<file path="config.mk">
export PLATFORM = sky130hd
export DESIGN_NAME = mod_74x_multi_counter
export DESIGN_NICKNAME = d
export VERILOG_FILES = /design/src/rtl/mod_74x_counter_pkg.sv /design/src/rtl/mod_74x_counter_chan.sv /design/src/rtl/mod_74x_multi_counter.sv
export SDC_FILE = /design/constraint.sdc
export NUM_CORES = 1
export LEC_CHECK = 0
export CORE_MARGIN = 4
export CORE_UTILIZATION = 48
export CTS_CLUSTER_DIAMETER = 30
export CTS_CLUSTER_SIZE = 20
export DETAILED_ROUTE_END_ITERATION = 7
export HOLD_SLACK_MARGIN = 0.15
export PLACE_DENSITY = 0.84
export SLEW_MARGIN = 20
export SYNTH_ARGS = -nofsm -noshare
export SYNTH_HDL_FRONTEND = slang
export SYNTH_SLANG_ARGS = --single-unit
</file>
<file path="constraint.sdc">
create_clock -name CLK -period 4.3 [get_ports CLK]
set_input_delay 1.29 -clock CLK [delete_from_list [all_inputs] [get_ports CLK]]
set_output_delay 1.29 -clock CLK [all_outputs]
set_load 0.005 [all_outputs]
</file>
<file path="src/rtl/mod_74x_counter_pkg.sv">
// Shared definitions for the multi-channel 74x-style counter.
// Holds the default geometry constants, the per-edge channel action type and
// the helper that fixes the action priority (clear > load > count > hold).
package mod_74x_counter_pkg;

    localparam int DEF_WIDTH    = 4;
    localparam int DEF_CHANNELS = 2;
    localparam int DEF_MODULUS  = 16;

    typedef enum logic [1:0] {
        ACT_HOLD  = 2'd0,
        ACT_COUNT = 2'd1,
        ACT_LOAD  = 2'd2,
        ACT_CLEAR = 2'd3
    } chan_act_e;

    // Resolve the per-edge action of one channel; earlier tests win.
    function automatic chan_act_e select_action(input logic sclr,
                                                input logic load,
                                                input logic en);
        chan_act_e act;
        if (sclr) begin
            act = ACT_CLEAR;
        end else if (load) begin
            act = ACT_LOAD;
        end else if (en) begin
            act = ACT_COUNT;
        end else begin
            act = ACT_HOLD;
        end
        return act;
    endfunction

endpackage

</file>
<file path="src/rtl/mod_74x_counter_chan.sv">
// One counter channel: modulo-MODULUS up/down counter with synchronous clear
// and parallel load, state updated on the falling clock edge, plus the
// combinational terminal-count output.
// Ports:
//   clk     - clock, falling edge active
//   clr_n   - asynchronous active-low clear
//   en_eff  - effective count enable (already includes any cascade term)
//   up      - direction, 1 = up, 0 = down
//   sclr    - synchronous clear
//   load    - synchronous parallel load of d
//   d       - load data
//   q       - current count
//   tc      - terminal count (combinational)
module mod_74x_counter_chan
    import mod_74x_counter_pkg::*;
#(
    parameter int WIDTH   = DEF_WIDTH,
    parameter int MODULUS = DEF_MODULUS
) (
    input  logic             clk,
    input  logic             clr_n,
    input  logic             en_eff,
    input  logic             up,
    input  logic             sclr,
    input  logic             load,
    input  logic [WIDTH-1:0] d,
    output logic [WIDTH-1:0] q,
    output logic             tc
);

    localparam logic [WIDTH-1:0] MAX_VAL  = WIDTH'(MODULUS - 1);
    localparam logic [WIDTH-1:0] ZERO_VAL = {WIDTH{1'b0}};
    localparam logic [WIDTH-1:0] ONE_VAL  = WIDTH'(1);

    chan_act_e        act_s;
    logic [WIDTH-1:0] q_d;
    logic [WIDTH-1:0] q_q;

    // Next-count selection. Counting up wraps from any value at or above
    // MAX_VAL, so out-of-range loaded values return to 0; counting down from
    // such a value simply decrements.
    always_comb begin
        act_s = select_action(sclr, load, en_eff);
        q_d   = q_q;
        case (act_s)
            ACT_CLEAR: q_d = ZERO_VAL;
            ACT_LOAD:  q_d = d;
            ACT_COUNT: begin
                if (up) begin
                    if (q_q >= MAX_VAL) begin
                        q_d = ZERO_VAL;
                    end else begin
                        q_d = q_q + ONE_VAL;
                    end
                end else begin
                    if (q_q == ZERO_VAL) begin
                        q_d = MAX_VAL;
                    end else begin
                        q_d = q_q - ONE_VAL;
                    end
                end
            end
            ACT_HOLD:  q_d = q_q;
            default:   q_d = q_q;
        endcase
    end

    // Count register, falling-edge clocked with asynchronous clear.
    always_ff @(negedge clk or negedge clr_n) begin
        if (!clr_n) begin
            q_q <= ZERO_VAL;
        end else begin
            q_q <= q_d;
        end
    end

    assign q  = q_q;
    // Terminal count is deliberately unregistered so a cascaded neighbour
    // sees it in the same cycle.
    assign tc = en_eff & (up ? (q_q == MAX_VAL) : (q_q == ZERO_VAL));

endmodule

</file>
<file path="src/rtl/mod_74x_multi_counter.sv">
// Multi-channel 74x-style counter: CHANNELS independent (or cascaded)
// modulo-MODULUS up/down counters, all clocked on the falling edge of CLK.
// Ports:
//   CLK   - clock, falling edge active; rising edges are ignored
//   CLR_N - asynchronous active-low clear of every channel
//   EN    - per-channel count enable
//   UP    - per-channel direction, 1 = up
//   SCLR  - per-channel synchronous clear
//   LOAD  - per-channel synchronous parallel load
//   D     - load data, channel i at [i*WIDTH +: WIDTH]
//   Q     - counts, same packing as D
//   TC    - per-channel terminal count (combinational)
module mod_74x_multi_counter
    import mod_74x_counter_pkg::*;
#(
    parameter int WIDTH    = DEF_WIDTH,
    parameter int CHANNELS = DEF_CHANNELS,
    parameter int MODULUS  = DEF_MODULUS,
    parameter int CASCADE  = 0
) (
    input  logic                      CLK,
    input  logic                      CLR_N,
    input  logic [CHANNELS-1:0]       EN,
    input  logic [CHANNELS-1:0]       UP,
    input  logic [CHANNELS-1:0]       SCLR,
    input  logic [CHANNELS-1:0]       LOAD,
    input  logic [CHANNELS*WIDTH-1:0] D,
    output logic [CHANNELS*WIDTH-1:0] Q,
    output logic [CHANNELS-1:0]       TC
);

    for (genvar i = 0; i < CHANNELS; i++) begin : g_chan
        logic en_eff_s;
        logic tc_s;

        // In cascade mode a channel only counts when its lower neighbour is
        // at terminal count; the per-channel tc_s keeps the chain acyclic.
        if ((CASCADE != 0) && (i > 0)) begin : g_casc
            assign en_eff_s = EN[i] & g_chan[i-1].tc_s;
        end else begin : g_flat
            assign en_eff_s = EN[i];
        end

        mod_74x_counter_chan #(
            .WIDTH   (WIDTH),
            .MODULUS (MODULUS)
        ) u_chan (
            .clk    (CLK),
            .clr_n  (CLR_N),
            .en_eff (en_eff_s),
            .up     (UP[i]),
            .sclr   (SCLR[i]),
            .load   (LOAD[i]),
            .d      (D[i*WIDTH +: WIDTH]),
            .q      (Q[i*WIDTH +: WIDTH]),
            .tc     (tc_s)
        );

        assign TC[i] = tc_s;
    end

endmodule

</file>
==> impl_metrics.ini, run 1 <==
[cts]
post_cts.resized_instances = 117
cts.sink_count = 8
number_of_buffers_added_for_setup_after_cts = 25
cts-hold-fix-buffers = 0
cts-buffers-inserted = 3
htree_levels = 1
cts_buffer_depth = 2
cts.root.buffer_cell = clkbuf_4

[synthesis]
postSynthNetCount = 125
synth_xor_area_frac = 0.0427
synth_enable_flop_cells = 0
yosys.area_share.adder = 0.152
synthesis.area_um2 = 821
unique_cell_type_count_in_the_yosys_netlist = 35
ys_async_sr_fraction = 1.00
synth-seq-area-share = 0.244
yosys_register_bits = 8
compound_cell_area_share_of_the_yosys_netlist = 0.277
dominant_combinational_cell_family_by_area_after_synthesis = compound AO/OA/AOI/OAI gates
ys_dominant_reg_cell = dfrtn_1
synthSimpleGateAreaFrac = 0.169
syn_avg_cell_area_um2 = 8.46
synth.yosys.warnings = 0
yosys-mux-area-fraction = 0.0244
netlist_instances = 97

[placed_design]
dp_hpwl_mm = 2.29
place_inst = 162
port_buffers = 27
place.gp.congestion = 0.881

[floorplanning]
design.portCount = 28
die-width_um = 49.4
chipHeight_um = 49.4
floorplan.initialDensity = 0.526
count_of_standard_cell_rows = 14

[status]
last-stage-reached = clock tree synthesis (4_1_cts)
firstError = [ERROR DPL-0038] Utilization greater than 100%, impossible to legalize
outcome = did not finish
==> cells in the mapped netlist (2+ instances only) <==
cell type / count / area [um^2]
inv_1: 12 / 45.0
ha_1: 10 / 125
dfrtn_1: 8 / 200
nand2_1: 7 / 26.3
a21oi_1: 6 / 30.0
o31ai_1: 4 / 30.0
xnor2_1: 4 / 35.0
a22o_1: 3 / 26.3
a22oi_1: 3 / 22.5
nand4_1: 3 / 18.8
nor2_1: 3 / 11.3
o21ai_0: 3 / 15.0
a221oi_1: 2 / 17.5
buf_2: 2 / 10.0
buf_4: 2 / 15.0
mux2i_1: 2 / 20.0
nand2b_1: 2 / 12.5
nand3_1: 2 / 10.0
or2_2: 2 / 12.5
or3_1: 2 / 12.5
==> logic make-up after synthesis <==
family                     Yosys count
AOI/OAI and AO/OA                   31
and+or+nand+nor                     25
buffers and inverters               17
adders and majority gates           10
DFF                                  8
xor gates and xnor gates             4
muxes                                2
==> metrics by stage <==
step | setup TNS, ns | hold slack [ns] | setup slack (ns) | cell area, um^2 | util
3_5_place_dp | -9.01 | 0.584 | -0.905 | 1390 | 0.890
3_3_place_gp | -8.36 | 0.563 | -0.847 | 1390 | 0.890
2_1_floorplan | -1.64 | 0.504 | -0.472 | 927 | -
==> run 2, diff against run 1 <==
- CORE_AREA: not set -> 4 4 65 67
- CORE_MARGIN: 4 -> not set
- CORE_UTILIZATION: 48 -> not set
- CTS_CLUSTER_DIAMETER: 30 -> not set
- CTS_CLUSTER_SIZE: 20 -> not set
- DIE_AREA: not set -> 0 0 69 71
- HOLD_SLACK_MARGIN: 0.15 -> not set
- PLACE_DENSITY: 0.84 -> not set
- PLACE_DENSITY_LB_ADDON: not set -> 0.15
==> impl_metrics.ini, run 2 <==
[synthesis]
synth-seq-area-share = 0.244
netlist_instances = 97
yosys_register_bits = 8
syn_avg_cell_area_um2 = 8.46
synth.top_cells.by_count = 12 x inv_1, 10 x ha_1, 8 x dfrtn_1
post-synth-top-area-fraction = 0.244
ys_async_sr_fraction = 1.00
yosysTopAreaCell = dfrtn_1
synthesis.area_um2 = 821
ys_dominant_reg_cell = dfrtn_1
postSynthNetCount = 125
unique_cell_type_count_in_the_yosys_netlist = 35
synth_most_common_cell = inv_1
synth_enable_flop_cells = 0
synth.top_cells.by_area = dfrtn_1 24%, ha_1 15%, inv_1 5.5%
synth.yosys.warnings = 0

[placed_design]
dp_hpwl_mm = 1.98
port_buffers = 27
preCtsSetupSlack_ns = -0.865
place.gp.congestion = 0.840

[timing]
finalSetupViolCount = 12
max-slew-margin-rel = 0.740
fin_ws_ns = -0.659
grt_setup_unrepaired = true
final_hold_violation_count = 0
timing.hold.ws_ns = 0.602
final_max_slew_viol_count = 0
worst-slew-pin-transition_ns = 0.390
finClkSkew_ns = 0.00154

[setup_path]
cp.arrival_ns = 3.67
worst_path_max_delay_cell = or4b_4
start_kind = register
required_ns = 3.01
cp_peak_stage_delay_ns = 0.47
path_class = register to output port
crit_chain = inv_2 > ha_4 > or4b_4 > a21boi_2 > buf_2
cp_endpoint_kind = output port
timing.critical_path.fanout_max = 2

[grt]
largest_net_degree_at_the_start_of_global_routing = 9
grt_pass1_vias = 1059
overflow = 0
track_usage = 0.119
grt.busiest_layer = met2
gr-usage-met2 = 0.210
grt.met3_usage = 0.0398
grt_pass1_wl_mm = 4.76
antenna_found_initial = 0
globalRouteMet1Util = 0.137

[power]
finalPower_uw = 349
static-leakage-power_nw = 0.778
power.density_nw_per_um2 = 200
ir_worst_vdd_mv = 0.0854

[cts]
cts_tree = done
cts_buffer_depth = 2
cts-hold-fix-buffers = 0
clk_pin_slew_worst_paths_ns = 0.03
cts-buffers-inserted = 3
cts.root.buffer_cell = clkbuf_8
cts.sink_count = 8
worst_skew_pair.late_latency_ns = 0.25
htree_levels = 1

[final_layout]
area_delta_synth_final_pct = 112
layout_commonest_cell = buf_4
drive_above_1_share = 0.593
final_cell_mix = 33 x buf_4, 22 x buf_6, 10 x clkdlybuf4s50_1, 8 x ha_4, 8 x dfrtn_1
largest_register_ffs = 8
num_antenna_cells = 0
nets = 197

[floorplanning]
area_of_the_die_um2 = 4900
floorplan.initialDensity = 0.226
core-area_um2 = 3630
die-width_um = 69
chipHeight_um = 71
count_of_standard_cell_rows = 22
design.portCount = 28

[routing]
drt.antenna.violating_nets = 0
detailroute.via_count = 971
drc_errors = 0
avgRoutedWirePerCell_um = 12.8
detail_route.wirelength_mm = 2.75
vias_per_cell = 4.52
dr.first_iter.drc_count = 33
detailedRoute.firstPassIterationCount = 4

[status]
outcome = finished with violations
violations = setup timing

[worst_hold_path]
hold_path_class = register to register

[flow_run]
timing.max_cap.violations = 0
## run 2: kinds of logic (layout without fill, tap and decap cells)
family / count (synthesis) / in the layout / share of synthesized area
compound gates: 31 / 31 / 0.277
xor+xnor: 4 / 4 / 0.0427
fa+ha+maj: 10 / 10 / 0.152
buf+inv: 17 / 87 / 0.0899
flops: 8 / 8 / 0.244
mux: 2 / 2 / 0.0244
simple gates: 25 / 25 / 0.169
## run 2: final timing paths
kind	depth (start not counted)	start	slack [ns]	to
worst min register to register	3	g_chan[1].u_chan.q[1]	0.60	g_chan[1].u_chan.q[1]
min in group asynchronous	1	CLR_N	3.37	g_chan[1].u_chan.q[3]
worst min-delay path	3	g_chan[1].u_chan.q[1]	0.60	g_chan[1].u_chan.q[1]
max in group asynchronous	1	CLR_N	0.62	g_chan[0].u_chan.q[0]
worst max register to register	7	g_chan[0].u_chan.q[1]	2.57	g_chan[0].u_chan.q[3]
worst max-delay path	5	g_chan[0].u_chan.q[0]	-0.66	TC[0]
## run 2: metrics by stage
stage	utilization	area (um^2)	setup TNS [ns]	cells
2_1_floorplan	-	927	-1.64	97
3_3_place_gp	0.393	1430	-8.86	194
3_5_place_dp	0.393	1430	-8.95	194
4_1_cts	0.473	1720	-3.03	217
5_1_grt	0.480	1740	-3.10	215
6_report	0.480	1740	-2.42	215
## run 2: power breakdown
part / internal, mW / leakage, nW / switching [mW] / total, mW
registers: 0.0819 / 0.108 / 0.00418 / 0.0861
logic: 0.104 / 0.648 / 0.0703 / 0.175
clock network: 0.0605 / 0.0216 / 0.0279 / 0.0884
## run 2: cell type report
cell class                      count  area, um^2
Fill cell                         370        1890
Inverter                           12        50.0
Timing Repair Buffer               72         641
Clock buffer                        3        41.3
Tap cell                           48        60.1
Multi-Input combinational cell     72         751
Sequential cell                     8         200
## run 2: timing repair
item	4_1_cts	5_1_grt
resized for setup	101	18
pin swaps	18	12
endpoints found under the setup margin	18	17
setup buffers	23	5
## run 2: layer usage
metal / routed length (um) / part of all wire
met1: 1160 / 0.42
met2: 1430 / 0.52
met3: 117 / 0.043
met4: 38 / 0.014
met5: 0 / 0
## run 2: worst max-delay path, delay by kind of cell, from the launching register on
kind | cells | cell delay (ns)
and+or+nand+nor | 1 | 0.47
DFF | 1 | 0.35
buffers and inverters | 2 | 0.19
adders and majority gates | 1 | 0.13
AOI/OAI and AO/OA | 1 | 0.12
(Power assumes the default switching activity.)
==> run 3, diff against run 2 <==
- SETUP_SLACK_MARGIN: not set -> 0.4
==> impl_metrics.ini, run 3 (synthesized netlist as in run 2, its figures left out) <==
[status]
outcome = finished with violations
violations = setup timing

[routing]
drt.antenna.violating_nets = 0
vias_per_cell = 4.82
detailedRoute.firstPassIterationCount = 4
avgRoutedWirePerCell_um = 13.8
dr.first_iter.drc_count = 41
detailroute.via_count = 1080
drc_errors = 0
detail_route.wirelength_mm = 3.10

[power]
ir_worst_vdd_mv = 0.124
power.density_nw_per_um2 = 201
switchingPower_uw = 112
cellInternalPower_uw = 259
share_comb_of_total_power = 0.517
switching_share = 0.302
power.sequential.fraction = 0.233
static-leakage-power_nw = 0.840
power.clock.fraction = 0.250
finalPower_uw = 371

[cts]
cts-buffers-inserted = 3
cts.sink_count = 8
htree_levels = 1
worst_skew_pair.late_latency_ns = 0.25
cts_tree = done
cts_buffer_depth = 2
cts.root.buffer_cell = clkbuf_8
clk_pin_slew_worst_paths_ns = 0.03

[placed_design]
port_buffers = 27
placed_cell_area_um2 = 1460
dp_hpwl_mm = 2.08
place.gp.congestion = 0.842

[timing]
finalSetupViolCount = 15
worst-slew-pin-transition_ns = 0.383
finClkSkew_ns = 0.00233
grt_setup_unrepaired = true
final_hold_violation_count = 0
timing.hold.ws_ns = 0.720
max-slew-margin-rel = 0.744
final_max_slew_viol_count = 0
fin_ws_ns = -0.716

[final_layout]
multiInputGateArea_um2 = 741
area_delta_synth_final_pct = 125
nets = 206
n_fill_cell = 349
sequential_cell_area_um2 = 200
design_area_um2 = 1850
largest_register_ffs = 8
layout_commonest_cell = buf_4
final_cell_mix = 33 x buf_4, 31 x buf_6, 9 x clkdlybuf4s50_1, 8 x dfrtn_1
num_antenna_cells = 0
drive_above_1_share = 0.614

[setup_path]
path_class = register to output port
timing.critical_path.fanout_max = 2
cp.arrival_ns = 3.73
crit_chain = inv_1 > ha_2 > or4b_4 > a21boi_2 > buf_2
cp_peak_stage_delay_ns = 0.48
cp_endpoint_kind = output port
required_ns = 3.01
worst_path_max_delay_cell = or4b_4
path_delay_family = simple AND/OR/NAND/NOR gates
start_kind = register
cp.buffers_inverters = 2

[worst_hold_path]
hold_path_class = register to register

[floorplanning]
die-width_um = 69
count_of_standard_cell_rows = 22
chipHeight_um = 71
floorplan.initialDensity = 0.226
area_of_the_die_um2 = 4900
design.portCount = 28
core-area_um2 = 3630

[grt]
grt_pass1_vias = 1099
overflow = 0
antenna_found_initial = 0
largest_net_degree_at_the_start_of_global_routing = 9
track_usage = 0.125
grt_pass1_wl_mm = 4.98

[flow_run]
timing.max_cap.violations = 0
==> run 3: routing by layer <==
layer | vias up | track usage | part of all wire
li1 | 512 | - | -
met1 | 528 | 0.140 | 0.40
met2 | 30 | 0.227 | 0.53
met3 | 10 | 0.0426 | 0.051
met4 | 0 | 0.0325 | 0.023
met5 | - | 0 | 0
==> run 3: repair_timing <==
| action | 4_1_cts | 5_1_grt |
|---|---|---|
| endpoints found under the hold margin | 0 | 0 |
| hold buffers | 0 | 0 |
| pin swaps | 21 | 9 |
| endpoints found under the setup margin | 18 | 18 |
| buffers inserted | 18 | 8 |
| gates resized for setup | 109 | 13 |
==> run 3: final cells by class <==
cell class,count,area share
Tap cell,48,0.0325
Sequential cell,8,0.108
Timing Repair Buffer,81,0.407
Clock buffer,3,0.0224
Inverter,12,0.0285
Multi-Input combinational cell,72,0.401
==> run 3: power by group through the flow <==
stage                     clock network [mW]  registers [mW]  logic [mW]
after floorplan                            0          0.0913      0.0669
after global placement                     0          0.0864       0.139
after detailed placement                   0          0.0864       0.139
after CTS                             0.0924          0.0855       0.176
after global routing                  0.0987          0.0867       0.207
final                                 0.0926          0.0863       0.192
==> run 3: through the flow <==
step,setup slack (ns),utilization,cells,setup TNS [ns]
after floorplan,-0.472,-,97,-1.67
after global placement,-0.869,0.401,195,-8.72
after detailed placement,-0.882,0.401,195,-8.91
after CTS,-0.695,0.485,216,-2.89
after global routing,-0.760,0.508,224,-3.36
final,-0.716,0.508,224,-2.81
==> run 3: final timing paths <==
kind	startpoint	endpoint	slack (ns)	cells after the start
max in group asynchronous	CLR_N	g_chan[1].u_chan.q[3]	0.63	1
setup / recovery	g_chan[0].u_chan.q[1]	TC[0]	-0.72	5
hold / removal	g_chan[1].u_chan.q[3]	g_chan[1].u_chan.q[3]	0.72	4
hold reg to reg	g_chan[1].u_chan.q[3]	g_chan[1].u_chan.q[3]	0.72	4
min in group asynchronous	CLR_N	g_chan[0].u_chan.q[0]	3.36	1
setup reg to reg	g_chan[1].u_chan.q[0]	g_chan[1].u_chan.q[3]	2.54	7
==> run 3: tightest hold or removal path: cells and delay by family (launching register included) <==
| family | cells | cell delay, ns |
|---|---|---|
| compound gates | 1 | 0.06 |
| buf+inv | 2 | 0.25 |
| flops | 1 | 0.42 |
| simple gates | 1 | 0.06 |
